===== src/rtl/fxp_div_pkg.sv =====
// Shared constants and types for the Q6.4 restoring divider.
package fxp_div_pkg;

  localparam int W  = 10;
  localparam int F  = 4;
  localparam int QW = W + F;

  typedef enum logic [1:0] {IDLE, RUN, DONE} state_t;

  localparam logic [W-1:0] Q_SAT = 10'h3FF;

endpackage


===== src/rtl/fxp_div_datapath.sv =====
// Restoring shift-subtract datapath: dividend, remainder, quotient registers
// and a down-counter; one quotient bit per step.
module fxp_div_datapath #(
  parameter int W = 10,
  parameter int F = 4
) (
  input  logic           clk,
  input  logic           rst,
  input  logic           load,
  input  logic           step,
  input  logic [W-1:0]   a,
  input  logic [W-1:0]   b,
  output logic           done,
  output logic [W+F-1:0] quo_next
);
  import fxp_div_pkg::*;

  localparam int DW = W + F;
  localparam int CW = $clog2(DW);

  logic [DW-1:0] dvd_q, dvd_d;
  logic [DW-1:0] quo_q, quo_d;
  logic [W:0]    rem_q, rem_d;
  logic [W-1:0]  div_q, div_d;
  logic [CW-1:0] cnt_q, cnt_d;

  logic [W:0]    rem_shift;
  logic [W+1:0]  trial;
  logic          qbit;

  // The remainder is always below the divisor, so its top bit is zero before the shift.
  always_comb begin
    rem_shift = {rem_q[W-1:0], dvd_q[DW-1]};
    trial     = {1'b0, rem_shift} - {2'b00, div_q};
    qbit      = ~trial[W+1];

    dvd_d = dvd_q;
    quo_d = quo_q;
    rem_d = rem_q;
    div_d = div_q;
    cnt_d = cnt_q;

    if (load) begin
      dvd_d = {a, {F{1'b0}}};
      quo_d = '0;
      rem_d = '0;
      div_d = b;
      cnt_d = CW'(DW - 1);
    end else if (step) begin
      dvd_d = {dvd_q[DW-2:0], 1'b0};
      quo_d = {quo_q[DW-2:0], qbit};
      rem_d = qbit ? trial[W:0] : rem_shift;
      cnt_d = cnt_q - 1'b1;
    end
  end

  always_ff @(posedge clk or posedge rst) begin
    if (rst) begin
      dvd_q <= '0;
      quo_q <= '0;
      rem_q <= '0;
      div_q <= '0;
      cnt_q <= '0;
    end else begin
      dvd_q <= dvd_d;
      quo_q <= quo_d;
      rem_q <= rem_d;
      div_q <= div_d;
      cnt_q <= cnt_d;
    end
  end

  // Quotient including the bit produced this step, so the top can register it on the final edge.
  assign done     = (cnt_q == '0);
  assign quo_next = {quo_q[DW-2:0], qbit};

endmodule


===== src/rtl/fxp_div_top.sv =====
// Sequential unsigned Q6.4 divider with start/busy/valid handshake,
// saturation on overflow and divide-by-zero flag.
module fxp_div_top #(
  parameter int W = 10,
  parameter int F = 4
) (
  input  logic         clk,
  input  logic         rst,
  input  logic         start,
  input  logic [W-1:0] A,
  input  logic [W-1:0] B,
  output logic [W-1:0] Q,
  output logic         busy,
  output logic         valid,
  output logic         ov,
  output logic         dvz
);
  import fxp_div_pkg::*;

  localparam int DW = W + F;

  state_t       state_q, state_d;
  logic [W-1:0] q_q, q_d;
  logic         busy_q, busy_d;
  logic         valid_q, valid_d;
  logic         ov_q, ov_d;
  logic         dvz_q, dvz_d;

  logic          b_zero;
  logic          dp_load;
  logic          dp_step;
  logic          dp_done;
  logic [DW-1:0] dp_quo;
  logic          quo_ovf;

  assign b_zero  = (B == '0);
  assign dp_load = start && (state_q != RUN) && !b_zero;
  assign dp_step = (state_q == RUN);
  assign quo_ovf = |dp_quo[DW-1:W];

  fxp_div_datapath #(.W(W), .F(F)) u_datapath (
    .clk      (clk),
    .rst      (rst),
    .load     (dp_load),
    .step     (dp_step),
    .a        (A),
    .b        (B),
    .done     (dp_done),
    .quo_next (dp_quo)
  );

  always_comb begin
    state_d = state_q;
    q_d     = q_q;
    busy_d  = busy_q;
    valid_d = valid_q;
    ov_d    = ov_q;
    dvz_d   = dvz_q;

    case (state_q)
      IDLE, DONE: begin
        if (start) begin
          valid_d = 1'b0;
          ov_d    = 1'b0;
          dvz_d   = 1'b0;
          if (b_zero) begin
            state_d = DONE;
            valid_d = 1'b1;
            dvz_d   = 1'b1;
            q_d     = Q_SAT;
          end else begin
            state_d = RUN;
            busy_d  = 1'b1;
          end
        end
      end
      RUN: begin
        // Counter at zero means this edge performs the last iteration.
        if (dp_done) begin
          state_d = DONE;
          busy_d  = 1'b0;
          valid_d = 1'b1;
          ov_d    = quo_ovf;
          q_d     = quo_ovf ? Q_SAT : dp_quo[W-1:0];
        end
      end
      default: state_d = IDLE;
    endcase
  end

  always_ff @(posedge clk or posedge rst) begin
    if (rst) begin
      state_q <= IDLE;
      q_q     <= '0;
      busy_q  <= 1'b0;
      valid_q <= 1'b0;
      ov_q    <= 1'b0;
      dvz_q   <= 1'b0;
    end else begin
      state_q <= state_d;
      q_q     <= q_d;
      busy_q  <= busy_d;
      valid_q <= valid_d;
      ov_q    <= ov_d;
      dvz_q   <= dvz_d;
    end
  end

  assign Q     = q_q;
  assign busy  = busy_q;
  assign valid = valid_q;
  assign ov    = ov_q;
  assign dvz   = dvz_q;

endmodule


===== config.mk =====
export PLATFORM = sky130hd
export DESIGN_NAME = fxp_div_top
export DESIGN_NICKNAME = d
export VERILOG_FILES = /design/src/rtl/fxp_div_pkg.sv /design/src/rtl/fxp_div_datapath.sv /design/src/rtl/fxp_div_top.sv
export SDC_FILE = /design/constraint.sdc
export NUM_CORES = 1
export LEC_CHECK = 0
export BUFFER_PORTS_ARGS = -buffer_cell sky130_fd_sc_hd__buf_2
export CAP_MARGIN = 30
export CORE_UTILIZATION = 45
export CTS_CLUSTER_SIZE = 25
export DETAILED_ROUTE_END_ITERATION = 10
export PLACE_DENSITY_LB_ADDON = 0.2
export SLEW_MARGIN = 20
export SYNTH_ARGS = -nofsm -noshare
export SYNTH_HDL_FRONTEND = slang
export SYNTH_SLANG_ARGS = --single-unit

===== constraint.sdc =====
create_clock -name clk -period 6.4 [get_ports clk]
set_input_delay 0.96 -clock clk [delete_from_list [all_inputs] [get_ports clk]]
set_output_delay 0.96 -clock clk [all_outputs]
set_load 0.005 [all_outputs]

==> impl_metrics.env <==
export IMPL_synth_top_family_by_area="compound AO/OA/AOI/OAI gates"
export IMPL_die_h_um=85.69
export IMPL_max_slew_margin_pct=46.01
export IMPL_finalHoldViolations=0
export IMPL_start_kind="input pin"
export IMPL_clockRootBuffer="clkbuf_8"
export IMPL_place_ws_ns=3.375
export IMPL_maxCapViolations=0
export IMPL_pwr_density_cell_nw_per_um2=569.6
export IMPL_ys_warn_count=0
export IMPL_reg2reg_depth=7
export IMPL_slowest_delay_ns=0.70
export IMPL_maxSlewViolCount=0
export IMPL_clk_path_buf_depth=2
export IMPL_power_leakage_uw=0.001672
export IMPL_port_buffer_count=36
export IMPL_grt_pass1_wl_mm=11.14
export IMPL_rows=30
export IMPL_crit_fanout=20
export IMPL_layout_nets=400
export IMPL_status="complete, no violations"
export IMPL_required_ns=6.63
export IMPL_synth_area_mux_share_pct=3.216
export IMPL_yosysSeqAreaShare_pct=50.02
export IMPL_synthArstFlopShare_pct=100.0
export IMPL_path_cells="buf_2 > nor4_1 > a41oi_2 > buf_4 > nor2_4 > nand2_1 > o311ai_1"
export IMPL_crit_family="simple AND/OR/NAND/NOR gates"
export IMPL_grt_pass1_vias=2309
export IMPL_synthToLayoutAreaGrowth_pct=17.39
export IMPL_yosysUniqueCellTypes=53
export IMPL_post_cts_repair_setup_buffers=0
export IMPL_antenna_found_initial=0
export IMPL_yosysTopAreaCellShare_pct=50.02
export IMPL_synth_compound_area_share_pct=20.48
export IMPL_clock_fmax_mhz=374.9
export IMPL_initial_core_util_pct=46.39
export IMPL_cts_tree="done"
export IMPL_clock_skew_ns=0.007363
export IMPL_synth_most_common_cell="nand2_1"
export IMPL_synth_commonest_cells="nand2_1 (67), dfrtp_1 (63), o21ai_0 (27), inv_1 (16), o21ai_1 (12)"
export IMPL_synthXorXnorAreaFrac_pct=1.389
export IMPL_synth_seq_cells=63
export IMPL_syn_area_per_cell_um2=9.638
export IMPL_crit_path_top_delay_cell="nor4_1"
export IMPL_synth_area_um2=3152
export IMPL_die_area_um2=7343
export IMPL_syn_instance_count=327
export IMPL_synth_edff_count=0
export IMPL_cts_resized=0
export IMPL_drc=0
export IMPL_fin_ws_ns=3.733
export IMPL_tns_ns=0
export IMPL_worst_pin_slew_ns=0.8025
export IMPL_arrival_ns=2.90
export IMPL_htree_levels=3
export IMPL_synth_area_leaders="dfrtp_1 (50%), nand2_1 (8.0%), ha_1 (4.4%), o21ai_0 (4.3%), mux2i_1 (2.9%)"
export IMPL_cp_depth=7
export IMPL_coreArea_um2=6794
export IMPL_fin_crit_sh_pct=41.68
export IMPL_dr_pass1_iters=4
export IMPL_rsz0062_at_grt="no"
export IMPL_clock_sinks=63
export IMPL_drt_first_iter_violations=158
export IMPL_ctsHoldBuffers=0
export IMPL_synth_largest_area_cell="dfrtp_1"
export IMPL_criticalPathCategory="in2reg"
export IMPL_cts_made_buffers=9
export IMPL_grt_overflow=0
export IMPL_setup_viol=0
export IMPL_drtAntennaViolNets=0
export IMPL_hold_path_class="reg2reg"
export IMPL_globalplace_congestion=0.7976
export IMPL_path_buf_inv=2
export IMPL_antenna_cells=0
export IMPL_grt_usage_pct=19.76
export IMPL_dp_final_hpwl_mm=4.600
export IMPL_grt_start_max_net_pins=64
export IMPL_routed_via_density=5.376
export IMPL_yosys_area_share_adder_pct=5.002
export IMPL_irDropWorstVdd_v=0.0002275
export IMPL_drive_gt1_share_pct=19.19
export IMPL_ios=37
export IMPL_wl_per_cell_um=14.36
export IMPL_die_w_um=85.69
export IMPL_worstSkewPairLatency_ns=0.34
export IMPL_syn_num_nets=362
export IMPL_critPathCaptureType="flop"
export IMPL_clk_pin_slew_ns=0.07
export IMPL_synthSimpleGateAreaFrac_pct=16.20
export IMPL_vias=2505
export IMPL_drt_total_wl_mm=6.692
export IMPL_synth_ff_type="dfrtp_1"
export IMPL_period_minus_slack_ns=2.667
export IMPL_min_path_cells=1
-- stage by stage --
step	hold WS [ns]	cells	area, um2	util, %	power (uW)
after global routing	0.5051	466	3700	54.46	2285
after global placement	0.4581	447	3423	50.39	1663
after floorplan	0.4492	327	3152	-	1448
after detailed placement	0.4675	449	3462	50.96	1716
final	0.4833	466	3700	54.46	2107
after CTS	0.4857	465	3692	54.35	2120
-- cell type report --
type / count / area, um2
timing repair buffer: 41 / 241.5
clock buffer: 10 / 137.6
clock inverter: 6 / 92.59
tap: 96 / 120.1
multi-input combinational: 234 / 1471
fill: 642 / 3094
sequential: 63 / 1577
inverter: 16 / 60.06
-- report_power, final --
part,switching [uW],internal [uW]
Sequential,113,582
Clock,164,232
Combinational,575,441
-- worst register-to-register path, stage by stage (launching register included) --
cell and delay [ns]:
dfrtp_1 0.39, ha_1 0.23, fa_1 0.39, and2b_1 0.24, o2111ai_1 0.20, and3_1 0.23, or4_1 0.54, o21ai_1 0.15
-- per-layer routing --
metal  wire [um]  track usage [%]  vias up
li1            -                -     1245
met1        3448            29.48     1196
met2        2853            28.22       52
met3         270            3.754       12
met4         120            8.182        0
met5           0                0        -
-- cell families (layout without fill, tap and decap cells) --
family          count (synthesis)  after routing
buf+inv                        30             73
fa+ha+maj                      12             12
simple gates                  111            111
compound gates                 96             96
mux                            10             10
xor+xnor                        5              5
flops                          63             63
-- cells in the final DEF (no fill, tap or decap), types with 2 or more instances in the layout --
| cell type | count |
|---|---|
| and3_1 | 2 |
| nor2b_1 | 2 |
| nor2_4 | 2 |
| o31ai_1 | 2 |
| a41oi_1 | 2 |
| bufinv_16 | 2 |
| nor3b_1 | 2 |
| o211ai_1 | 7 |
| nor4_1 | 3 |
| clkinvlp_4 | 2 |
| a21o_1 | 5 |
| xnor2_1 | 4 |
| nor3_2 | 2 |
| dfrtp_1 | 63 |
| nor2_1 | 11 |
| o22a_1 | 10 |
| nand4_1 | 3 |
| nand2b_1 | 2 |
| o22ai_1 | 3 |
| mux2i_1 | 9 |
| buf_4 | 3 |
| ha_1 | 11 |
| o21a_1 | 2 |
| inv_1 | 15 |
| clkbuf_8 | 10 |
| nand2_1 | 67 |
| o21ai_1 | 12 |
| buf_2 | 36 |
| nor3_1 | 4 |
| o21ai_0 | 27 |
| or4_1 | 2 |
| a21oi_1 | 10 |
| nand3_1 | 5 |
-- flip-flops by register name, summed over array words and instances, names as in the netlist --
name,flops
u_datapath.rem_q,10
Q,10
busy,1
u_datapath.cnt_q,4
valid,1
ov,1
u_datapath.div_q,10
u_datapath.quo_q,13
dvz,1
u_datapath.dvd_q,10
state_q,2
-- worst paths after layout --
kind	start	end	slack [ns]
min in group asynchronous	rst	u_datapath.div_q[2]$_DFFE_PP0P_	0.84
worst max-delay path	B[0]	u_datapath.rem_q[1]$_DFFE_PP0P_	3.73
max in group asynchronous	rst	Q[2]$_DFFE_PP0P_	5.05
worst min-delay path	valid$_DFFE_PP0P_	valid$_DFFE_PP0P_	0.48
worst min register to register	valid$_DFFE_PP0P_	valid$_DFFE_PP0P_	0.48
worst max register to register	u_datapath.div_q[0]$_DFFE_PP0P_	u_datapath.rem_q[8]$_DFFE_PP0P_	3.96
No activity file was read; power rests on OpenSTA's default activity.
